[src/rtl/present_engine_if.sv]
// -----------------------------------------------------------------------------
// present_engine_if
//   Handshake bundle between a PRESENT engine and its block source/result sink.
//   master : drives plaintext/key offers, abort and result acceptance
//   slave  : the engine; reports readiness, result and activity
// Signals
//   clear      synchronous abort of the in-flight block
//   in_valid   plaintext/key offered        in_ready   engine accepts this cycle
//   plaintext  64-bit block                 key        KEY_SIZE-bit cipher key
//   out_valid  ciphertext valid             out_ready  consumer takes ciphertext
//   ciphertext 64-bit result (0 when idle)  busy       engine in RUN or DONE
// -----------------------------------------------------------------------------
interface present_engine_if #(
    parameter int KEY_SIZE = 128
);
    logic                clear;
    logic                in_valid;
    logic                in_ready;
    logic [63:0]         plaintext;
    logic [KEY_SIZE-1:0] key;
    logic                out_valid;
    logic                out_ready;
    logic [63:0]         ciphertext;
    logic                busy;

    modport master (
        output clear, in_valid, plaintext, key, out_ready,
        input  in_ready, out_valid, ciphertext, busy
    );

    modport slave (
        input  clear, in_valid, plaintext, key, out_ready,
        output in_ready, out_valid, ciphertext, busy
    );
endinterface

[src/rtl/present_engine.sv]
// -----------------------------------------------------------------------------
// present_engine
//   Iterative PRESENT-80/128 encryption engine with RPC rounds per clock.
//   A block is accepted on in_valid & in_ready, run for ceil(31/RPC) cycles,
//   then held in DONE (out_valid=1) until out_ready. A new block may be
//   accepted in the same cycle a result is taken (back-to-back).
// Ports
//   clk    rising-edge clock
//   nrst   asynchronous active-low reset
//   bus    present_engine_if.slave (handshakes, data, clear, busy)
// -----------------------------------------------------------------------------
module present_engine #(
    parameter int KEY_SIZE = 128,
    parameter int RPC      = 1
) (
    input  logic              clk,
    input  logic              nrst,
    present_engine_if.slave   bus
);

    if (!(KEY_SIZE == 80 || KEY_SIZE == 128)) begin : g_bad_key_size
        $error("present_engine: KEY_SIZE must be 80 or 128");
    end
    if (RPC < 1 || RPC > 31) begin : g_bad_rpc
        $error("present_engine: RPC must be in 1..31");
    end

    // Bit position of the 5-bit round-counter salt in the updated key.
    localparam int SALT_LO = (KEY_SIZE == 128) ? 62 : 15;

    typedef enum logic [1:0] {
        S_IDLE,
        S_RUN,
        S_DONE
    } state_t;

    state_t              r_state;
    state_t              w_state_nxt;
    logic [63:0]         r_data;
    logic [KEY_SIZE-1:0] r_key;
    // Six bits: the counter runs up to 31+RPC on the last compute cycle.
    logic [5:0]          r_rnd;

    logic [63:0]         w_data_nxt;
    logic [KEY_SIZE-1:0] w_key_nxt;
    logic                w_last;
    logic                w_in_ready;
    logic                w_accept;

    // ---------------------------------------------------------------- cipher
    function automatic logic [3:0] sbox(input logic [3:0] x);
        case (x)
            4'h0: sbox = 4'hC;  4'h1: sbox = 4'h5;  4'h2: sbox = 4'h6;  4'h3: sbox = 4'hB;
            4'h4: sbox = 4'h9;  4'h5: sbox = 4'h0;  4'h6: sbox = 4'hA;  4'h7: sbox = 4'hD;
            4'h8: sbox = 4'h3;  4'h9: sbox = 4'hE;  4'hA: sbox = 4'hF;  4'hB: sbox = 4'h8;
            4'hC: sbox = 4'h4;  4'hD: sbox = 4'h7;  4'hE: sbox = 4'h1;  default: sbox = 4'h2;
        endcase
    endfunction

    // Add round key, S-box layer, then bit i -> 16*i mod 63 (bit 63 fixed).
    function automatic logic [63:0] round_data(input logic [63:0] d,
                                               input logic [KEY_SIZE-1:0] k);
        logic [63:0] s;
        logic [63:0] p;
        s = d ^ k[KEY_SIZE-1 -: 64];
        for (int i = 0; i < 16; i++) begin
            s[4*i +: 4] = sbox(s[4*i +: 4]);
        end
        p = '0;
        for (int i = 0; i < 63; i++) begin
            p[(16 * i) % 63] = s[i];
        end
        p[63] = s[63];
        return p;
    endfunction

    function automatic logic [KEY_SIZE-1:0] key_update(input logic [KEY_SIZE-1:0] k,
                                                       input logic [4:0] r);
        logic [KEY_SIZE-1:0] t;
        t = (k << 61) | (k >> (KEY_SIZE - 61));
        t[KEY_SIZE-1 -: 4] = sbox(t[KEY_SIZE-1 -: 4]);
        if (KEY_SIZE == 128) begin
            t[KEY_SIZE-5 -: 4] = sbox(t[KEY_SIZE-5 -: 4]);
        end
        t[SALT_LO +: 5] = t[SALT_LO +: 5] ^ r;
        return t;
    endfunction

    // RPC chained rounds; indices past 31 pass data and key through untouched.
    always_comb begin : p_rounds
        logic [6:0] idx;
        // NOTE: every always_comb output gets a default first so no path infers a latch.
        w_data_nxt = r_data;
        w_key_nxt  = r_key;
        idx        = '0;
        for (int i = 0; i < RPC; i++) begin
            idx = {1'b0, r_rnd} + 7'(i);
            if (idx <= 7'd31) begin
                w_data_nxt = round_data(w_data_nxt, w_key_nxt);
                w_key_nxt  = key_update(w_key_nxt, idx[4:0]);
            end
        end
    end

    // This cycle's range rnd..rnd+RPC-1 reaches round 31.
    assign w_last = (({1'b0, r_rnd} + 7'(RPC) - 7'd1) >= 7'd31);

    // ------------------------------------------------------------ handshake
    assign w_in_ready = (r_state == S_IDLE) || ((r_state == S_DONE) && bus.out_ready);
    // clear wins over a same-cycle accept: nothing is loaded.
    assign w_accept   = bus.in_valid && w_in_ready && !bus.clear;

    always_comb begin : p_next_state
        w_state_nxt = r_state;
        case (r_state)
            S_IDLE: if (w_accept) w_state_nxt = S_RUN;
            S_RUN:  if (w_last)   w_state_nxt = S_DONE;
            S_DONE: begin
                if (w_accept)           w_state_nxt = S_RUN;
                else if (bus.out_ready) w_state_nxt = S_IDLE;
            end
            default: w_state_nxt = S_IDLE;
        endcase
        if (bus.clear) begin
            w_state_nxt = S_IDLE;
        end
    end

    always_ff @(posedge clk or negedge nrst) begin
        if (!nrst) begin
            r_state <= S_IDLE;
            r_data  <= '0;
            r_key   <= '0;
            r_rnd   <= 6'd1;
        end else begin
            // NOTE: sequential state uses non-blocking assignments so every register samples pre-edge values.
            r_state <= w_state_nxt;
            if (w_accept) begin
                r_data <= bus.plaintext;
                r_key  <= bus.key;
                r_rnd  <= 6'd1;
            end else if (r_state == S_RUN && !bus.clear) begin
                r_data <= w_data_nxt;
                r_key  <= w_key_nxt;
                r_rnd  <= r_rnd + 6'(RPC);
            end
        end
    end

    // --------------------------------------------------------------- outputs
    assign bus.in_ready   = w_in_ready;
    assign bus.out_valid  = (r_state == S_DONE);
    // Final add-round-key with K32; forced to zero outside DONE.
    assign bus.ciphertext = (r_state == S_DONE) ? (r_data ^ r_key[KEY_SIZE-1 -: 64]) : 64'h0;
    assign bus.busy       = (r_state == S_RUN) || (r_state == S_DONE);

endmodule
[src/flat_wrapper.sv]
// flat-port wrapper written by rule: the top's interface ports become plain ports
module present_engine_flat 
#(
    parameter int KEY_SIZE = 128,
    parameter int RPC      = 1
)
  (clk, nrst, bus_clear, bus_in_valid, bus_plaintext, bus_key, bus_out_ready, bus_in_ready, bus_out_valid, bus_ciphertext, bus_busy);
  present_engine_if #(.KEY_SIZE(KEY_SIZE)) bus_i ();
  input  logic clk;
  input  logic nrst;
  input wire logic [$bits(bus_i.clear)-1:0] bus_clear;
  input wire logic [$bits(bus_i.in_valid)-1:0] bus_in_valid;
  input wire logic [$bits(bus_i.plaintext)-1:0] bus_plaintext;
  input wire logic [$bits(bus_i.key)-1:0] bus_key;
  input wire logic [$bits(bus_i.out_ready)-1:0] bus_out_ready;
  output wire logic [$bits(bus_i.in_ready)-1:0] bus_in_ready;
  output wire logic [$bits(bus_i.out_valid)-1:0] bus_out_valid;
  output wire logic [$bits(bus_i.ciphertext)-1:0] bus_ciphertext;
  output wire logic [$bits(bus_i.busy)-1:0] bus_busy;
  assign bus_i.clear = bus_clear;
  assign bus_i.in_valid = bus_in_valid;
  assign bus_i.plaintext = bus_plaintext;
  assign bus_i.key = bus_key;
  assign bus_i.out_ready = bus_out_ready;
  assign bus_in_ready = bus_i.in_ready;
  assign bus_out_valid = bus_i.out_valid;
  assign bus_ciphertext = bus_i.ciphertext;
  assign bus_busy = bus_i.busy;
  present_engine #(.KEY_SIZE(KEY_SIZE), .RPC(RPC)) u_core (.clk(clk), .nrst(nrst), .bus(bus_i));
endmodule
[config.mk]
export PLATFORM = sky130hd
export DESIGN_NAME = present_engine_flat
export DESIGN_NICKNAME = d
export VERILOG_FILES = /design/src/rtl/present_engine_if.sv /design/src/rtl/present_engine.sv /design/src/flat_wrapper.sv
export SDC_FILE = /design/constraint.sdc
export NUM_CORES = 1
export LEC_CHECK = 0
export BUFFER_PORTS_ARGS = -buffer_cell sky130_fd_sc_hd__buf_2
export CAP_MARGIN = 40
export CORE_AREA = 2 2 166 168
export DETAILED_ROUTE_END_ITERATION = 12
export DIE_AREA = 0 0 168 170
export HOLD_SLACK_MARGIN = 0.12
export PLACE_DENSITY_LB_ADDON = 0.05
export SLEW_MARGIN = 20
export SYNTH_ARGS = -nofsm -noshare
export SYNTH_HDL_FRONTEND = slang
export SYNTH_SLANG_ARGS = --single-unit
[constraint.sdc]
create_clock -name clk -period 5.39 [get_ports clk]
set_input_delay 1.3475 -clock clk [delete_from_list [all_inputs] [get_ports clk]]
set_output_delay 1.3475 -clock clk [all_outputs]
set_load 0.1 [all_outputs]
==> impl_results.md <==
* Post-DRT Antenna Nets at 0
* Pwr Total at 11.5 mW
* Via count at 10,800
* Total CTS buffers at 17
* Worst Path Max Fanout at 36
* Final Hold Vio Count at 0
* Clock period minus worst slack at 3.97 ns
* Pin count of the biggest net entering global routing at 218
* CP cell instances: inv_1 -> ha_2 -> buf_4 -> nor2b_1 -> buf_2
* Area of the die at 0.0286 mm^2
* Crit end category: output pin
* Placer Congestion at 0.834
* Die X at 168 um
* Hold Buf Count CTS at 0
* Post-synth EDFFs at 0
* Filler cells at 2,487
* Startpoint Class: flop
* Final setup TNS at 0 ns
* # rows at 60
* HPWL Detailed at 27,800 um
* Synth Flop Type: dfrtp_1
* F_max at 252 MHz
* WS Path Type: flop to output pin
* CTS root buffer: clkbuf_16
* Total routed wirelength at 38,900 um
* Worst-margin pin slew at 1.21 ns
* First-pass GRT wire length at 59,800 um
* Leak pwr at 7.55 nW
* I/O Pins at 264
* Synth Area per Inst at 9.59 um^2
* Layout cells sized above 1 at 25.7%
* Global Route Usage Sum at 27.2%
* Max Buffers Root-to-Sink at 2
* Starting DRT DRC Count at 766
* Max stage delay on crit path at 0.56 ns
* Cell Area, Synth at 0.0131 mm^2
* RSZ-0062 raised after global routing: no
* Post-CTS Resized at 0
* Register area share after synthesis at 38.1%
* Layout Area Growth over Synthesis at 15.9%
* Port bufs at 263
* 1st-pass router iterations at 5
* Final period utilization at 73.6%
* Post-route DRC at 0
* VDD IR max at 0.413 mV
* PD cells at 756 mW/mm^2
* Synth Register Bits at 200
* Max_cap viols at 0
* Clock net sink count at 200
* H-tree Lvls at 4
* Max_slew headroom at 19.2%
* Status: complete, no violations
* FF+latch area at 0.00501 mm^2
* Ys Warns at 0
* Syn Nets at 1,661
* CTS tree: done
* Final Setup Violations at 0
* Slowest-stage cell, CP: ha_2
* Cell count after synthesis at 1,369
* Avg Vias per Cell at 5.55
* Worst-path clk slew at 0.08 ns
* Distinct cells, synth at 49
* Post-CTS Repair Setup Buffers at 0
* Final Max Slew Viols at 0
* Multi-input gate area at 0.00742 mm^2
* Initial Util at 49.2%
* Per-cell routed wire length at 20.0 um
* Die height at 170 um
* Initial antenna violation count at 3
* Worst-Skew Late Latency at 0.44 ns
* Arr. time, crit path at 2.62 ns
* Hold crit path type: flop to flop
* Clock skew at 0.0177 ns
* Worst EP required at 4.04 ns
* Vias in the first global route at 10,300
* Placeable Area at 0.0267 mm^2
* Ys async rst share at 100%
* # nets final at 1,879
* Global route overflow at 0
-- layout make-up --
cell class              instances  area share, %
clock inverters                12          0.855
multi-input cells            1018           48.8
inverters                      71           1.75
flip-flops and latches        200           32.9
well taps                     341           2.80
clock buffers                  20           2.94
diodes                          2         0.0329
repair buffers                279           9.91
-- per-layer routing --
layer  GRT usage (%)  wire (um)  part of all wire [%]  up-vias
li1                -          -                     -     5157
met1            39.3      18500                    48     5313
met2            43.5      18000                    46      278
met3            3.93       1800                   4.6       33
met4            6.28        617                   1.6        2
met5               0         11                 0.028        -
-- state kept, by name, summed over array words and instances, names as in the netlist --
register	flops
u_core.r_rnd	6
u_core.r_key	128
u_core.r_state	2
u_core.r_data	64
-- Yosys cell counts, types with 5 or more instances --
master	instances	area share (%)
a211oi_1	12	0.69
buf_1	6	0.17
a31oi_1	19	0.91
dfrtp_1	199	38
a22oi_1	79	4.5
mux2i_1	29	2.2
o211ai_1	6	0.34
ha_1	95	9.1
inv_1	70	2.0
nor2_1	42	1.2
o22ai_1	7	0.33
mux4_2	33	5.7
nand3_1	7	0.27
a221o_1	15	1.1
nor3_1	8	0.31
buf_8	5	0.57
nor3b_1	28	1.6
buf_2	27	1.0
and3_1	13	0.62
and2_1	44	2.1
clkbuf_1	32	0.92
a22oi_2	40	3.8
xor2_1	49	3.3
o21ai_0	32	1.2
xnor2_1	30	2.0
nor2b_1	27	1.3
nand2_1	322	9.2
or3_1	7	0.33
a21oi_1	39	1.5
o31ai_2	16	1.5
buf_6	8	0.69
-- worst max-delay path: cells and delay by family, from the launching register on --
| kind | cells | cell delay [ns] |
|---|---|---|
| fa+ha+maj | 1 | 0.56 |
| buf+inv | 3 | 0.97 |
| flops | 1 | 0.42 |
| simple gates | 1 | 0.20 |
-- metrics by stage --
stage | area, um^2 | instances | setup WS [ns] | utilization, % | hold slack (ns)
floorplan | 13100 | 1369 | 0.819 | - | 0.440
global placement | 14600 | 1905 | 1.80 | 54.6 | 0.450
detailed placement | 14600 | 1907 | 1.78 | 54.8 | 0.456
CTS | 15200 | 1939 | 1.39 | 57.0 | 0.476
global route | 15200 | 1941 | 1.25 | 57.1 | 0.492
finish | 15200 | 1943 | 1.42 | 57.1 | 0.470
-- layout by cell type, fill, tap and decap left out, types with 3 or more instances in the layout --
master,count
o211ai_1,6
nor3_1,8
buf_2,263
a22oi_2,40
xor2_1,49
a31oi_1,19
nand3_1,7
mux4_2,33
nor2b_1,27
mux2i_1,29
nor3b_1,28
o22ai_1,7
xnor2_1,30
nand2_1,321
inv_1,70
a22oi_1,79
a221o_1,15
and3_1,13
buf_4,10
a21oi_1,38
o31ai_1,3
inv_6,7
clkbuf_16,17
o31ai_2,16
o21ai_0,32
dfrtp_1,199
a211oi_1,12
clkinv_8,3
nor2_1,42
ha_1,94
and2_1,44
or3_1,7
-- cell families after synthesis --
logic type,count (synthesis),synth area share (%)
mux,63,7.96
simple gates,507,17.5
buf+inv,151,5.52
xor+xnor,79,5.27
fa+ha+maj,95,9.06
compound gates,274,16.6
flops,200,38.1
-- worst paths after layout --
check	from	to	slack, ns	cells after the start
worst max-delay path	u_core.r_state[0]	bus_ciphertext[15]	1.42	5
worst max register to register	u_core.r_state[0]	u_core.r_data[11]	2.33	7
max in group asynchronous	nrst	u_core.r_rnd[0]	3.41	3
min in group asynchronous	nrst	u_core.r_key[52]	0.81	1
worst min register to register	u_core.r_key[58]	u_core.r_key[58]	0.47	2
worst min-delay path	u_core.r_key[58]	u_core.r_key[58]	0.47	2
-- power by group --
group          total [mW]  switching [mW]  internal, mW  leakage [nW]
sequential           2.95           0.766          2.18          2.50
combinational        7.26            4.63          2.63          4.77
clock                1.29           0.655         0.632         0.282
total                11.5            6.05          5.45          7.55
Note: power is estimated with default switching activity, not from simulation.
